<file path="config.mk">
export PLATFORM = sky130hd
export DESIGN_NAME = seq_detector_prog
export DESIGN_NICKNAME = d
export VERILOG_FILES = /design/src/rtl/seq_det_pkg.sv /design/src/rtl/seq_detector_prog_sat_counter.sv /design/src/rtl/seq_detector_prog.sv
export SDC_FILE = /design/constraint.sdc
export NUM_CORES = 1
export LEC_CHECK = 0
export ABC_AREA = 0
export CAP_MARGIN = 10
export CORE_ASPECT_RATIO = 1.5
export CORE_UTILIZATION = 50
export CTS_BUF_LIST = sky130_fd_sc_hd__clkbuf_8
export CTS_CLUSTER_DIAMETER = 60
export DETAILED_ROUTE_END_ITERATION = 10
export PLACE_DENSITY = 0.78
export SLEW_MARGIN = 20
export SYNTH_ARGS = -nofsm -noshare
export SYNTH_HDL_FRONTEND = slang
export SYNTH_HIERARCHICAL = 1
export SYNTH_SLANG_ARGS = --single-unit
</file>
<file path="constraint.sdc">
create_clock -name clk -period 2.6 [get_ports clk]
set_input_delay 0.78 -clock clk [delete_from_list [all_inputs] [get_ports clk]]
set_output_delay 0.78 -clock clk [all_outputs]
set_load 0.02 [all_outputs]
</file>
<file path="src/rtl/seq_det_pkg.sv">
// Shared types and helpers for the programmable serial pattern detector.
package seq_det_pkg;

    typedef enum logic {IDLE, RUN} det_state_t;

    // Widest pattern any instance may use; callers truncate the mask to their own MAX_LEN.
    localparam int unsigned MASK_W = 64;

    function automatic logic [MASK_W-1:0] len_mask(input logic [31:0] len);
        logic [MASK_W-1:0] m;
        m = '0;
        for (int unsigned i = 0; i < MASK_W; i++) begin
            if (i < len) m[i] = 1'b1;
        end
        return m;
    endfunction

endpackage

</file>
<file path="src/rtl/seq_detector_prog_sat_counter.sv">
// Saturating up-counter with synchronous clear; clear wins over increment.
module sat_counter #(
    parameter int unsigned CNT_W = 8
) (
    input  logic             clk,
    input  logic             rst_n,
    input  logic             inc,
    input  logic             clr,
    output logic [CNT_W-1:0] cnt
);

    always_ff @(posedge clk) begin
        if (!rst_n) begin
            cnt <= '0;
        end else if (clr) begin
            cnt <= '0;
        end else if (inc && (cnt != '1)) begin
            cnt <= cnt + 1'b1;
        end
    end

endmodule

</file>
<file path="src/rtl/seq_detector_prog.sv">
// Runtime-programmable serial bit-pattern detector with overlap control and
// a saturating match counter.
module seq_detector_prog
    import seq_det_pkg::*;
#(
    parameter int unsigned MAX_LEN = 16,
    parameter int unsigned LEN_W   = $clog2(MAX_LEN + 1),
    parameter int unsigned CNT_W   = 8
) (
    input  logic               clk,
    input  logic               rst_n,
    input  logic               cfg_load,
    input  logic [MAX_LEN-1:0] pattern,
    input  logic [LEN_W-1:0]   pat_len,
    input  logic               overlap_en,
    input  logic               in_valid,
    input  logic               in,
    input  logic               clr_cnt,
    output logic               armed,
    output logic               cfg_err,
    output logic               match,
    output logic [CNT_W-1:0]   match_cnt
);

    localparam logic [LEN_W-1:0] FULL = LEN_W'(MAX_LEN);

    det_state_t         state;
    logic [MAX_LEN-1:0] history;
    logic [LEN_W-1:0]   fill;
    logic [MAX_LEN-1:0] pat_q;
    logic [LEN_W-1:0]   len_q;
    logic               ovl_q;

    logic [MAX_LEN-1:0] hist_nxt;
    logic [MAX_LEN-1:0] mask;
    logic [LEN_W-1:0]   fill_nxt;
    logic               cfg_legal;
    logic               shift_en;
    logic               hit;

    always_comb begin
        cfg_legal = (pat_len != '0) && (pat_len <= FULL);
        shift_en  = (state == RUN) && in_valid && !cfg_load;
        hist_nxt  = {history[MAX_LEN-2:0], in};
        fill_nxt  = (fill == FULL) ? fill : fill + 1'b1;
        mask      = MAX_LEN'(len_mask(32'(len_q)));
        hit       = shift_en && (fill_nxt >= len_q) &&
                    (((hist_nxt ^ pat_q) & mask) == '0);
    end

    always_ff @(posedge clk) begin
        if (!rst_n) begin
            state   <= IDLE;
            history <= '0;
            fill    <= '0;
            pat_q   <= '0;
            len_q   <= '0;
            ovl_q   <= 1'b0;
            armed   <= 1'b0;
            cfg_err <= 1'b0;
            match   <= 1'b0;
        end else if (cfg_load) begin
            // A load always restarts the stream; an illegal length also disarms.
            history <= '0;
            fill    <= '0;
            match   <= 1'b0;
            if (cfg_legal) begin
                state   <= RUN;
                armed   <= 1'b1;
                cfg_err <= 1'b0;
                pat_q   <= pattern;
                len_q   <= pat_len;
                ovl_q   <= overlap_en;
            end else begin
                state   <= IDLE;
                armed   <= 1'b0;
                cfg_err <= 1'b1;
            end
        end else begin
            match <= hit;
            if (shift_en) begin
                if (hit && !ovl_q) begin
                    history <= '0;
                    fill    <= '0;
                end else begin
                    history <= hist_nxt;
                    fill    <= fill_nxt;
                end
            end
        end
    end

    sat_counter #(
        .CNT_W (CNT_W)
    ) u_cnt (
        .clk   (clk),
        .rst_n (rst_n),
        .inc   (hit),
        .clr   (cfg_load | clr_cnt),
        .cnt   (match_cnt)
    );

endmodule
</file>
Word level (Yosys, flattened, before mapping)
Index checks and enable logic that the tools add are counted.
{ "classes": {"n_eq_ne": 2, "order_cmp": 18, "n_addsub": 2, "n_reduce_logical": 14, "bitwise_logic": 4, "n_mux": 21} }
{ "op_table": {"columns": ["operator", "count"], "rows": [
  ["$lt A4 B5 Y1 const A", 8],
  ["$lt A3 B5 Y1 const A", 4],
  ["$mux W1", 18],
  ["$and A16 B16 Y16", 1],
  ["$logic_not A16 Y1", 1],
  ["$xor A16 B16 Y16", 1],
  ["$mux W15", 1],
  ["$lt A1 B5 Y1 const A", 2],
  ["$lt A2 B5 Y1 const A", 2],
  ["$mux W5", 2],
  ["$add A8 B1 Y8 const B", 1],
  ["$ne A8 B8 Y1 const B", 1],
  ["$logic_and A1 B1 Y1", 7],
  ["$add A5 B1 Y5 const B", 1],
  ["$eq A5 B5 Y1 const B", 1],
  ["$ge A5 B5 Y1", 1],
  ["$le A5 B5 Y1 const B", 1],
  ["$reduce_bool A5 Y1", 1],
  ["$reduce_or A2 Y1", 2],
  ["$logic_not A1 Y1", 2],
  ["$reduce_and A2 Y1", 1],
  ["$not A1 Y1", 1],
  ["$or A1 B1 Y1", 1]
]} }
{ "word_totals": {"ff_bits": 53, "output_inout_bits": 11} }

Longest topological paths before layout
{ "logic_depth": {"word_depth": 7, "ltp_mapped": 14} }

Hierarchy
The synthesis kept the hierarchy.
{ "modules_own_cells": {"columns": ["module", "instances", "area_each_um2", "cells_each", "seq_area_each_um2"], "rows": [
  ["seq_detector_prog", 1, 2154.6, 249, 900.9],
  ["sat_counter", 1, 421.7, 46, 160.2]
]} }

Least setup slack after synthesis
No wires, ideal clock.
{ "synth_path": {"kind": "reg2reg", "startpoint": "register fill[0]", "endpoint": "register u_cnt.cnt[5]", "path_buffers": 0, "period_less_slack_ns": 2.481, "path_stages_with_launch": 15, "arrival_time_ns": 2.409, "setup_slack_ns": 0.119, "setup_ns": 0.072, "path_cell_list": "dfxtp_1 -> inv_1 -> ha_1 -> nand3b_1 -> nor2_1 -> xnor2_1 -> ha_1 -> nand2b_1 -> a211oi_1 -> o21ai_0 -> nand4_1 -> nor2_1 -> nand4_1 -> a211oi_2 -> mux2i_1"} }
{ "synth_between": {"elab_chain_len": 6, "word_cells_on_any_way": 7} }
{ "synth_rtl": {"columns": ["item", "line_no", "rtl"], "rows": [
  ["start: declaration", "seq_detector_prog.sv:29", "logic [LEN_W-1:0] fill;"],
  ["start signal: assignment", "seq_detector_prog.sv:87", "fill <= fill_nxt;"],
  ["$add A5 B1 Y5 or $eq A5 B5 Y1 (tied branches)", "seq_detector_prog.sv:45", "fill_nxt = (fill == FULL) ? fill : fill + 1'b1;"],
  ["$mux W5 *", "seq_detector_prog.sv:45", null],
  ["$ge A5 B5 Y1 *", "seq_detector_prog.sv:47", "hit = shift_en && (fill_nxt >= len_q) &&"],
  ["$logic_and A1 B1 Y1 * (2 in a row)", "seq_detector_prog.sv:47", null],
  ["named net hit", "seq_detector_prog.sv:39", "logic hit;"],
  ["$logic_and A1 B1 Y1 *", "seq_detector_prog_sat_counter.sv:17", "end else if (inc && (cnt != '1)) begin"],
  ["end signal: assignment", "seq_detector_prog_sat_counter.sv:18", "cnt <= cnt + 1'b1;"],
  ["end: declaration", "seq_detector_prog_sat_counter.sv:9", "output logic [CNT_W-1:0] cnt"]
]} }
The timed path passes the listed nets; every way through them passes the cells marked *.
A chain may end at the register's enable or synchronous reset.

Final worst setup path
Same ends and word-level chain as after synthesis.

==> results.json <==
{
  "synthSimpleGateAreaFrac_pct": 19.7,
  "startpoint_type": "flip-flop",
  "min_period_ns": 2.70,
  "maxCapViolCount": 0,
  "gp_congestion": 0.863,
  "cts.sinks": 53,
  "end_kind": "flip-flop",
  "layout_common_cells": "nand2_1, dfxtp_1, clkdlybuf4s50_1",
  "final_core_util_pct": 68.6,
  "layout_commonest_cell": "nand2_1",
  "critPathKind": "flip-flop to flip-flop",
  "route.detailed.drc": 0,
  "synth_cell_type_count": 43,
  "synth_fp_nets": 331,
  "grt_overflow": 0,
  "area_growth_pct": 30.2,
  "die-area_um2": 5450,
  "synth_top_family_by_area": "compound AO/OA/AOI/OAI gates",
  "maxSlewViolCount": 0,
  "clock_latency_ns": 0.30,
  "placementRows": 31,
  "yosysWarnings": 6,
  "core_um2": 4890,
  "layout.nets": 392,
  "cts_tree": "yes",
  "clock_path_buffers": 2,
  "grt_use_met1_pct": 29.3,
  "vdd_ir_drop_max_uv": 292,
  "violations": "setup timing",
  "grt_antenna_before_repair": 0,
  "ff2ff_path_depth": 15,
  "firstDrtPassIters": 4,
  "slew_headroom_pct": 50.8,
  "synthAdderAreaFrac_pct": 4.27,
  "cts_buffers": 5,
  "setup_viol": 2,
  "htreeDepth": 2,
  "synth_compound_area_share_pct": 22.1,
  "cp.arrival_ns": 2.94,
  "synth-seq-area-share_pct": 41.2,
  "final.setup_skew_ns": 0.00708,
  "rsz0062_at_grt": "yes",
  "min_path_cells": 2,
  "syn_area_um2": 2580,
  "hold_buffers": 0,
  "fmaxAchievable_mhz": 370,
  "grt_pass1_wl_mm": 10.4,
  "outcome": "finished, violations left",
  "cellPowerDensity_nw_per_um2": 449,
  "die_w_um": 60.6,
  "wire_per_inst_um": 14.3,
  "period_share_pct": 104,
  "drt_wl_total_mm": 6.03,
  "initial_utilization_pct": 52.7,
  "top_usage_layer": "met2",
  "preCtsSetupSlack_ns": -0.463,
  "worstMarginPinSlew_ns": 0.735,
  "synthMuxAreaShare_pct": 1.17,
  "p_leak_nw": 1.25,
  "grt_pass1_vias": 2282,
  "viasPerCell": 5.48,
  "crit_required_ns": 2.84,
  "hold-worst-slack_ns": 0.479,
  "fp.dieH_um": 89.9,
  "synth.avg_cell_area_um2": 8.73,
  "syn_inst": 295,
  "diodes": 0,
  "drive_above_1_share_pct": 15.7,
  "grt.total_usage_pct": 24.7,
  "tns_ns": -0.116,
  "hold_path.class": "flip-flop to flip-flop",
  "hold_viol_final": 0,
  "yosys_register_bits": 53,
  "total_power_w": 0.00151,
  "path_clk_slew_ns": 0.09,
  "drt-initial-drc-count": 83,
  "num_io_pins": 39,
  "use_met3_pct": 4.46,
  "yosys.area_share.xor_xnor_pct": 7.48,
  "grt_util_met2_pct": 42.9,
  "cp_max_fo": 6,
  "cts-root-buf": "clkbuf_8",
  "port_buffers": 38,
  "ant_nets": 0,
  "via_count": 2314,
  "fin_ws_ns": -0.102,
  "grt_max_degree": 27,
  "dp_hpwl_mm": 4.34
}
cell usage after synthesis:
cell type / count / share of area [%]
mux2i_1: 3 / 1.2
nand2_1: 57 / 8.3
a21boi_0: 22 / 6.4
dfxtp_1: 53 / 41
maj3_1: 1 / 0.39
buf_6: 3 / 1.3
o211ai_1: 2 / 0.58
a31oi_1: 3 / 0.73
and4_4: 1 / 0.44
a22o_1: 18 / 6.1
nand3b_1: 2 / 0.58
nor2_1: 10 / 1.5
nand3_1: 4 / 0.78
clkbuf_1: 9 / 1.3
a21oi_1: 12 / 2.3
and3_1: 1 / 0.24
or2_1: 1 / 0.24
nand4_1: 3 / 0.73
a211o_1: 1 / 0.34
a211oi_2: 1 / 0.49
ha_1: 8 / 3.9
xnor2_1: 17 / 5.8
nor2b_1: 5 / 1.2
or3_1: 1 / 0.24
nor2b_2: 1 / 0.34
nand2b_1: 4 / 0.97
a222oi_1: 1 / 0.39
buf_1: 1 / 0.15
a211oi_1: 1 / 0.29
o31a_1: 1 / 0.34
xor2_1: 5 / 1.7
a21boi_2: 1 / 0.44
and4_1: 4 / 1.4
a311oi_1: 1 / 0.34
inv_1: 9 / 1.3
or2_2: 2 / 0.49
nor3_1: 8 / 1.6
a22oi_1: 1 / 0.29
o221ai_1: 2 / 0.68
nor4_1: 2 / 0.49
o22ai_1: 1 / 0.24
and2_1: 1 / 0.24
o21ai_0: 11 / 2.1
critical path, stage by stage, from the launching register on:
cell      delay [ns]
dfxtp_2         0.33
inv_2           0.08
ha_4            0.13
nand3b_1        0.09
nor2_1          0.13
xnor2_1         0.11
ha_1            0.29
nand2b_4        0.11
a211oi_2        0.05
o21ai_1         0.20
nand4_1         0.15
buf_4           0.17
nor2_4          0.15
nand4_1         0.17
a211oi_2        0.26
mux2i_1         0.20
final timing paths:
path	startpoint	slack [ns]	to
max reg2reg	fill[0]	-0.10	u_cnt/cnt[5]
min reg2reg	pat_q[15]	0.48	pat_q[15]
max	fill[0]	-0.10	u_cnt/cnt[5]
min	pat_q[15]	0.48	pat_q[15]
final cells by class:
| cell class | count | area, µm² |
|---|---|---|
| fillers | 426 | 1530 |
| multi-input cells | 220 | 1480 |
| flip-flops and latches | 53 | 1060 |
| repair buffers | 67 | 611 |
| clock buffers | 6 | 82.6 |
| well taps | 66 | 82.6 |
| inverters | 9 | 33.8 |
| clock inverters | 1 | 3.75 |
metrics by stage:
step / instance area, µm² / instances
finish: 3350 / 422
global route: 3350 / 422
CTS: 3310 / 420
detailed placement: 3150 / 408
global placement: 3150 / 408
floorplan: 2580 / 295
per-layer routing:
| metal | part of all wire (%) | vias up |
|---|---|---|
| met4 | 1.7 | 0 |
| met1 | 41 | 1098 |
| met2 | 54 | 49 |
| met5 | 0 | - |
| li1 | - | 1159 |
| met3 | 3.0 | 8 |
state kept, by name, indices dropped and copies added (netlist names):
register,count
pat_q,16
history,15
u_cnt/cnt,8
fill,5
len_q,5
cfg_err,1
match,1
ovl_q,1
state,1
what timing repair did:
action / in CTS / in global routing
endpoints found under the setup margin: 8 / 25
gates resized for setup: 10 / 11
buffers inserted: 5 / 2
pin swaps: 11 / 12
report_power, final:
group,switching (W),total [W],internal [W]
Sequential,0.0000176,0.000848,0.000831
Clock,0.000246,0.000454,0.000208
Combinational,0.0000903,0.000204,0.000113
Total,0.000354,0.00151,0.00115
cells by family after synthesis:
group,Yosys count
AO/OA/AOI/OAI,79
XOR/XNOR,22
adder cells (fa/ha/maj),9
buffers and inverters,22
flip-flops,53
multiplexers,3
AND/OR/NAND/NOR,107
(Power assumes the default switching activity.)
